--- config.mk ---
export PLATFORM = sky130hd
export DESIGN_NAME = dco_nco
export DESIGN_NICKNAME = d
export VERILOG_FILES = /design/src/rtl/dpll_pkg.sv /design/src/rtl/dco_fcw_map.sv /design/src/rtl/dco_nco.sv
export SDC_FILE = /design/constraint.sdc
export NUM_CORES = 1
export LEC_CHECK = 0
export ABC_AREA = 1
export BUFFER_PORTS_ARGS = -buffer_cell sky130_fd_sc_hd__buf_2
export CORE_UTILIZATION = 35
export DETAILED_ROUTE_END_ITERATION = 7
export SYNTH_ARGS = -nofsm -noshare
export SYNTH_HDL_FRONTEND = slang
export SYNTH_HIERARCHICAL = 1
export SYNTH_SLANG_ARGS = --single-unit
--- constraint.sdc ---
create_clock -name clk -period 2.4 [get_ports clk]
set_input_delay 0.12 -clock clk [delete_from_list [all_inputs] [get_ports clk]]
set_output_delay 0.12 -clock clk [all_outputs]
set_load 0.005 [all_outputs]
--- src/rtl/dpll_pkg.sv ---
// Shared types for the digital PLL: control-word type and DCO state encoding.
package dpll_pkg;

    localparam int CTRL_W = 16;

    // Signed filtered control word, also produced by the loop filter.
    typedef logic signed [CTRL_W-1:0] ctrl_t;

    typedef enum logic [1:0] {
        IDLE = 2'd0,
        RUN  = 2'd1,
        STOP = 2'd2
    } dco_state_t;

endpackage

--- src/rtl/dco_fcw_map.sv ---
// Control-word to frequency-control-word map: gain shift, offset by the
// free-running FCW, then clamp into the legal oscillation range.
module dco_fcw_map
    import dpll_pkg::*;
#(
    parameter int               ACC_W      = 24,
    parameter logic [ACC_W-1:0] BASE_FCW   = 24'h19999A,
    parameter int               GAIN_SHIFT = 4,
    parameter logic [ACC_W-1:0] FCW_MIN    = 24'h000100,
    parameter logic [ACC_W-1:0] FCW_MAX    = 24'h7FFFFF
) (
    input  ctrl_t              i_control,
    output logic [ACC_W-1:0]   o_result,
    output logic               o_clamp
);

    // Wide enough that neither the shift nor the add can overflow.
    localparam int T_W = ACC_W + CTRL_W + 2;
    typedef logic signed [T_W-1:0] wide_t;

    localparam wide_t W_MIN = wide_t'(FCW_MIN);
    localparam wide_t W_MAX = wide_t'(FCW_MAX);

    wide_t w_ctrl_ext;
    wide_t w_t;

    assign w_ctrl_ext = wide_t'(i_control);
    assign w_t        = wide_t'(BASE_FCW) + (w_ctrl_ext <<< GAIN_SHIFT);

    // NOTE: every output gets a default first so no path infers a latch.
    always_comb begin
        o_result = w_t[ACC_W-1:0];
        o_clamp  = 1'b0;
        if (w_t < W_MIN) begin
            o_result = FCW_MIN;
            o_clamp  = 1'b1;
        end else if (w_t > W_MAX) begin
            o_result = FCW_MAX;
            o_clamp  = 1'b1;
        end
    end

endmodule

--- src/rtl/dco_nco.sv ---
// Phase-accumulator DCO: the accumulator MSB is the output clock, and new
// FCWs only take effect at accumulator wrap so frequency steps are glitch-free.
module dco_nco
    import dpll_pkg::*;
#(
    parameter int               ACC_W      = 24,
    parameter logic [ACC_W-1:0] BASE_FCW   = 24'h19999A,
    parameter int               GAIN_SHIFT = 4,
    parameter logic [ACC_W-1:0] FCW_MIN    = 24'h000100,
    parameter logic [ACC_W-1:0] FCW_MAX    = 24'h7FFFFF
) (
    input  logic               clk,
    input  logic               rst_n,
    input  logic               enable,
    input  ctrl_t              control,
    input  logic               ctrl_valid,
    output logic               ctrl_ready,
    output logic               dco_clk,
    output logic               dco_tick,
    output logic [ACC_W-1:0]   fcw,
    output logic               sat,
    output logic               running
);

    // An FCW with the MSB set would leave dco_clk without a low phase.
    if (FCW_MIN == '0) begin : g_bad_min
        $error("dco_nco: FCW_MIN must be at least 1");
    end
    if (FCW_MAX[ACC_W-1]) begin : g_bad_max
        $error("dco_nco: FCW_MAX must be below 2^(ACC_W-1)");
    end
    if (FCW_MIN > FCW_MAX) begin : g_bad_range
        $error("dco_nco: FCW_MIN must not exceed FCW_MAX");
    end

    dco_state_t        r_state;
    dco_state_t        w_state_next;
    logic [ACC_W-1:0]  r_acc;
    logic [ACC_W-1:0]  w_acc_next;
    logic [ACC_W-1:0]  r_fcw;
    logic [ACC_W-1:0]  r_pend;
    logic              r_pend_valid;
    logic              r_sat;
    logic              r_dco_clk;
    logic              r_dco_tick;
    logic [ACC_W-1:0]  w_map_fcw;
    logic              w_map_clamp;
    logic [ACC_W:0]    w_sum;
    logic              w_active;
    logic              w_wrap;
    logic              w_accept;
    logic              w_apply;

    dco_fcw_map #(
        .ACC_W      (ACC_W),
        .BASE_FCW   (BASE_FCW),
        .GAIN_SHIFT (GAIN_SHIFT),
        .FCW_MIN    (FCW_MIN),
        .FCW_MAX    (FCW_MAX)
    ) u_fcw_map (
        .i_control (control),
        .o_result  (w_map_fcw),
        .o_clamp   (w_map_clamp)
    );

    assign w_active = (r_state != IDLE);
    assign w_sum    = {1'b0, r_acc} + {1'b0, r_fcw};
    assign w_wrap   = w_active && w_sum[ACC_W];
    assign w_accept = ctrl_valid && !r_pend_valid;
    // Accept and apply are exclusive: accepting requires an empty pending slot.
    assign w_apply  = r_pend_valid && (w_wrap || (r_state == IDLE));

    always_comb begin
        w_state_next = r_state;
        w_acc_next   = r_acc;
        unique case (r_state)
            IDLE: begin
                w_acc_next = '0;
                if (enable) w_state_next = RUN;
            end
            RUN: begin
                w_acc_next = w_sum[ACC_W-1:0];
                if (!enable) w_state_next = STOP;
            end
            STOP: begin
                w_acc_next = w_sum[ACC_W-1:0];
                if (enable) begin
                    w_state_next = RUN;
                end else if (w_wrap) begin
                    w_state_next = IDLE;
                    w_acc_next   = '0;
                end
            end
            default: begin
                w_state_next = IDLE;
                w_acc_next   = '0;
            end
        endcase
    end

    // NOTE: sequential state uses non-blocking assignments so every register
    // samples the pre-edge values of the others.
    always_ff @(posedge clk or negedge rst_n) begin
        if (!rst_n) begin
            r_state    <= IDLE;
            r_acc      <= '0;
            r_dco_clk  <= 1'b0;
            r_dco_tick <= 1'b0;
        end else begin
            r_state    <= w_state_next;
            r_acc      <= w_acc_next;
            r_dco_clk  <= w_acc_next[ACC_W-1];
            r_dco_tick <= w_wrap;
        end
    end

    always_ff @(posedge clk or negedge rst_n) begin
        if (!rst_n) begin
            r_fcw        <= BASE_FCW;
            r_pend       <= BASE_FCW;
            r_pend_valid <= 1'b0;
            r_sat        <= 1'b0;
        end else if (w_accept) begin
            r_pend       <= w_map_fcw;
            r_pend_valid <= 1'b1;
            r_sat        <= w_map_clamp;
        end else if (w_apply) begin
            r_fcw        <= r_pend;
            r_pend_valid <= 1'b0;
        end
    end

    assign ctrl_ready = !r_pend_valid;
    assign dco_clk    = r_dco_clk;
    assign dco_tick   = r_dco_tick;
    assign fcw        = r_fcw;
    assign sat        = r_sat;
    assign running    = w_active;

endmodule

== Yosys cells after proc, flatten, opt, wreduce, memory -nomap -nowiden ==
Cells that the tools add are included.

* Add/sub/neg operators: 2
* Order comparisons: 2
* Eq/ne operators: 5
* Mux-type cells: 14
* Bitwise gates (word level): 1
* Reductions and logical operators: 10

{| class="wikitable"
|+ Operators with widths
! kind !! count
|-
| 24-bit 2-to-1 mux || 4
|-
| 24-bit one-hot mux with 2 select lines || 1
|-
| 42-bit by 24-bit greater-than comparator with 1-bit output (second input constant) || 1
|-
| 42-bit by 10-bit less-than comparator with 1-bit output (second input constant) || 1
|-
| 24-bit by 24-bit adder with 25-bit output || 1
|-
| 22-bit by 20-bit adder with 23-bit output (first input constant) || 1
|-
| 2-bit 2-to-1 mux || 4
|-
| 2-bit one-hot mux with 3 select lines || 1
|-
| 1-bit 2-to-1 mux || 4
|-
| 2-bit inequality test (second input constant) || 2
|-
| 2-bit nonzero test || 2
|-
| 1-bit logical AND || 3
|-
| 3-bit inequality test (second input constant) || 1
|-
| 3-bit AND reduction || 1
|-
| 2-bit by 1-bit equality test with 1-bit output (second input constant) || 1
|-
| 2-bit equality test (second input constant) || 1
|-
| 2-bit zero test || 1
|-
| 2-bit AND reduction || 1
|-
| 1-bit zero test || 1
|-
| 1-bit logical OR || 1
|-
| 1-bit NOT || 1
|}

* Bits in registers: 78
* Input bits: 20
* Output and inout bits: 29
* Word-level logic and storage cells: 42

== Depth between registers and ports, before layout ==
* Depth in word-level cells: 6
* Depth in mapped cells: 16
* Mapped depth without buffers: 15

== By module ==
Netlist, hierarchy kept.

{| class="wikitable"
|+ By module, submodules not included
! module !! times used !! cells an instance !! area each (um2) !! seq. area each (um2)
|-
| dco_nco || 1 || 598 || 4638.2 || 1954.4
|-
| dco_fcw_map || 1 || 102 || 505.5 || 0.0
|}

== Worst setup path after synthesis ==
OpenSTA, ideal clock, no wires.

* Path type: register -> register
* Start point: register r_fcw[1], in the netlist fcw[1]
* End point: register r_acc[12]
* Library setup time: 0.116 ns
* Arrival: 1.967 ns
* Data required time: 2.284 ns
* Slack: 0.317 ns
* Stages on the path, launching flop included: 16
* Buffers on the path: 1
* Period minus slack after synthesis: 2.083 ns
* Path through: dfstp_2 inv_1 fa_1 inv_1 nand2_1 nand2_1 nand3_1 nand2_2 nand2_1 nand3_1 nand2_1 nand2_1 nand2_2 inv_2 buf_6 nor2_1

* Word-level cells in the longest chain between the ends: 5

{| class="wikitable"
|+ RTL lines
! item !! RTL line !! text
|-
| start: declaration || dco_nco.sv:40 || <nowiki>logic [ACC_W-1:0] r_fcw;</nowiki>
|-
| start signal: assignment || dco_nco.sv:128 || <nowiki>r_fcw <= r_pend;</nowiki>
|-
| 24-bit by 24-bit adder with 25-bit output * || dco_nco.sv:67 || <nowiki>assign w_sum = {1'b0, r_acc} + {1'b0, r_fcw};</nowiki>
|-
| 1-bit logical AND || dco_nco.sv:68 || <nowiki>assign w_wrap = w_active && w_sum[ACC_W];</nowiki>
|-
| 24-bit 2-to-1 mux || dco_nco.sv:89 || <nowiki>end else if (w_wrap) begin</nowiki>
|-
| 24-bit 2-to-1 mux || dco_nco.sv:87 || <nowiki>if (enable) begin</nowiki>
|-
| 24-bit one-hot mux with 2 select lines * || dco_nco.sv:76 || <nowiki>unique case (r_state)</nowiki>
|-
| net w_acc_next[12] || dco_nco.sv:39 || <nowiki>logic [ACC_W-1:0] w_acc_next;</nowiki>
|-
| end signal: assignment || dco_nco.sv:111 || <nowiki>r_acc <= w_acc_next;</nowiki>
|-
| end: declaration || dco_nco.sv:38 || <nowiki>logic [ACC_W-1:0] r_acc;</nowiki>
|}

The timed path passes the listed nets; every way through them passes the cells marked *.
A chain may end at the register's enable or synchronous reset.

== Final worst setup path ==
* Start point: register r_fcw[1], in the netlist fcw[1]
* End point: register r_fcw[20], in the netlist fcw[20]

* Word-level cells in the longest chain between the ends: 5

{| class="wikitable"
|+ RTL lines
! item !! RTL line !! text
|-
| 24-bit by 24-bit adder with 25-bit output || dco_nco.sv:67 ||
|-
| 1-bit logical AND || dco_nco.sv:68 ||
|-
| 1-bit logical OR || dco_nco.sv:71 || <nowiki>assign w_apply = r_pend_valid && (w_wrap || (r_state == IDLE));</nowiki>
|-
| 1-bit logical AND || dco_nco.sv:71 ||
|-
| 2-bit AND reduction (no line) || n/a ||
|}

Every way passes these cells.

==> results.tsv <==
stage	metric	value	unit
power_and_ir_drop	power_frac_comb	0.531	
global_route	grt_pass1_wl	20.95	mm
sta	hold_viol_final	0	
final_layout	drive_gt1_frac	0.2029	
critical_path	slowest_delay	0.55	ns
place	place_area	5664	um^2
floorplanning	die_area	15190	um^2
routing	postRouteAntennaNets	0	
power_and_ir_drop	ir_worst_vdd	0.0005433	V
final_layout	fin_cells	949	
floorplanning	coreArea	14100	um^2
yosys	synth_area_leaders	dfrtp_1 (27%), nand2_1 (18%), dfstp_2 (11%)	
critical_path	path_common_cell	nand2_1	
sta	finalCritPeriodShare	0.9189	
yosys	yosysUniqueCellTypes	33	
sta	setup_tns	0	ns
yosys	ys.warnings.count	6	
global_route	antenna_found_initial	0	
routing	drtIter0Drc	140	
critical_path	cp_data_arrival_time	2.49	ns
routing	drc_errors	0	
yosys	syn-cell-area	5144	um^2
clock_tree	cts-root-buf	clkbuf_16	
power_and_ir_drop	power.switching	3.371	mW
place	numPortBuffers	48	
yosys	synthArstFlopShare	1.000	
power_and_ir_drop	power	7.832	mW
yosys	ys_seq_elements	77	
global_route	grt_pass1_vias	4322	
floorplanning	rows	43	
job	max_cap_viol_count	0	
critical_path	critPathSlowestCell	dfstp_2	
hold_path	holdPathStages	3	
global_route	grt_max_degree	78	
routing	wl_per_cell	12.78	um
sta	hold_slack	0.09385	ns
outcome	status	finished clean	
floorplanning	io_pins	49	
yosys	synth_edf_count	0	
routing	vias_per_cell	4.642	
routing	drt-total-wl	12.13	mm
clock_tree	clk_latency	0.34	ns
place	pre_cts_slack	-0.0003200	ns
power_and_ir_drop	netSwitchingFraction	0.4304	
final_layout	diodes	0	
power_and_ir_drop	leakagePower	3.302	nW
final_layout	fillers	1497	
place	dpl.hpwl	9.261	mm
sta	worst_slack	0.1946	ns
critical_path	end_kind	register	
floorplanning	die_h	123.2	um
yosys	syn_area_per_cell	7.348	um^2
sta	skew	0.005247	ns
floorplanning	dieWidth	123.2	um
floorplanning	start_util	0.3649	
yosys	synth.yosys.seq_area_share	0.3800	
power_and_ir_drop	p_per_area	1315	nW/um^2
clock_tree	cts_tree	yes	
final_layout	fin_util	0.4227	
critical_path	r2r_cells	12	
clock_tree	cts_sinks	77	
sta	fmax	0.4534	GHz
critical_path	cp_max_fo	25	
sta	slew_viol_final	0	
critical_path	critPathKind	register to register	
yosys	syn_inst	700	
place	place_inst	932	
power_and_ir_drop	pwr-share-clk	0.160	
critical_path	cp-start-kind	register	
yosys	synth_top_area_share	0.2676	
yosys	yosysTopAreaCell	dfrtp_1	
final_layout	nets	814	
final_layout	area_delta_synth_final	15.84	%
clock_tree	clk_pin_slew	0.06	ns
final_layout	design_area	5958	um^2
critical_path	cp_cell_sequence	inv_1, fa_1, inv_1, nand2_1, nand2_1, nand3_1, nand2_2, nand2_1, nand4_2, buf_6, nand3_1, nand2_1	
power_and_ir_drop	intPower	4.461	mW
clock_tree	numCtsBuffers	9	
global_route	overflow	0	
clock_tree	cts_buffer_depth	2	
yosys	ys.flop_type	dfrtp_1	
power_and_ir_drop	pwr-share-seq	0.309	
routing	drt_first_pass_iters	4	
routing	via_count	4405	
global_route	grt.total_usage	0.1794	
place	place.gp.congestion	0.8469	
critical_path	required	2.68	ns
sta	min_period	2.205	ns
hold_path	hold_path_class	input port to register	
sta	setup_viol	0	
clock_tree	h-tree-depth	3	
-- critical path, delay by kind of cell, from the launching register on --
| family | cells | cell delay [ns] |
|---|---|---|
| adder cells (fa/ha/maj) | 1 | 0.42 |
| buffers and inverters | 3 | 0.38 |
| AND/OR/NAND/NOR | 8 | 0.79 |
| flip-flops | 1 | 0.55 |
-- layout by cell type (no fill, tap or decap), drive strengths merged, types with 3 or more instances in the layout --
cell and count:
mux2 25, nor3 3, inv 90, buf 68, and2 6, dfstp 22, nand3 67, ha 29
a21oi 23, dfrtp 55, nand3b 3, or2 11, nor2 60, xor2 10, clkinv 3, conb 7
o21bai 4, o21ai 5, nand4 10, clkbuf 12, nand2 250
-- power groups by stage --
stage	Combinational, mW	Sequential (mW)	Clock, mW
after CTS	4.17	2.42	1.30
final	4.16	2.42	1.26
after global routing	4.76	2.50	1.35
after global placement	4.13	2.43	0
after floorplan	2.96	2.34	0
after detailed placement	4.15	2.44	0
-- cell type report --
| type | instances | area, um^2 | share of cell area |
|---|---|---|---|
| flip-flops and latches | 77 | 1954 | 0.3280 |
| clock buffers | 12 | 246.5 | 0.04137 |
| inverters | 90 | 345.3 | 0.05796 |
| repair buffers | 69 | 431.7 | 0.07245 |
| clock inverters | 4 | 26.28 | 0.004410 |
| multi-input cells | 517 | 2729 | 0.4580 |
| well taps | 180 | 225.2 | 0.03780 |
-- cell usage after synthesis, types with 2 or more instances --
master and instances:
and2_1 6, buf_6 4, inv_1 88, nand2_2 9, buf_2 5, or2_2 10, xor2_1 10, nor2_1 56
clkbuf_1 5, conb_1 2, a21oi_1 23, buf_4 7, dfstp_2 22, o21ai_0 4, dfrtp_1 55, nor2_2 2
nand3_1 67, nand3b_1 3, nor2_4 2, nand4_1 9, o21bai_1 4, ha_1 29, nand2_1 241, inv_2 2
mux2_2 25, nor3_1 3
-- per-layer routing --
metal | part of all wire | global-route usage
met2 | 0.45 | 0.2825
met5 | 0 | 0
met1 | 0.50 | 0.2480
met3 | 0.033 | 0.03459
met4 | 0.016 | 0.05422
-- what timing repair did --
action                                  CTS  global route
endpoints found under the setup margin    3            24
gates cloned                              0             0
endpoints found under the hold margin    55             0
buffers inserted                          0             0
hold buffers                              1             0
gates resized for setup                   1             3
-- registers in the layout, summed over array words and instances (netlist names) --
register	cells
fcw	24
r_acc	24
r_pend	24
r_state	2
dco_tick	1
r_pend_valid	1
sat	1
-- final timing paths --
kind | from | end | slack, ns
max | fcw[1] | fcw[20] | 0.19
max reg2reg | fcw[1] | fcw[20] | 0.19
max in group asynchronous | rst_n | r_pend[4] | 1.69
min in group asynchronous | rst_n | r_acc[0] | 0.31
min | control[0] | r_pend[4] | 0.09
min reg2reg | r_pend[11] | fcw[11] | 0.48
-- logic make-up (layout without fill, tap and decap cells) --
kind of cell,count (synthesis),count (layout),share of synthesized area
multiplexers,25,25,0.05473
XOR/XNOR,11,11,0.01873
AND/OR/NAND/NOR,411,411,0.3423
AO/OA/AOI/OAI,33,33,0.03527
adder cells (fa/ha/maj),30,30,0.07443
buffers and inverters,111,175,0.09316
flip-flops,77,77,0.3800
other,2,7,0.001460
Power figures use the tool's default switching activity.
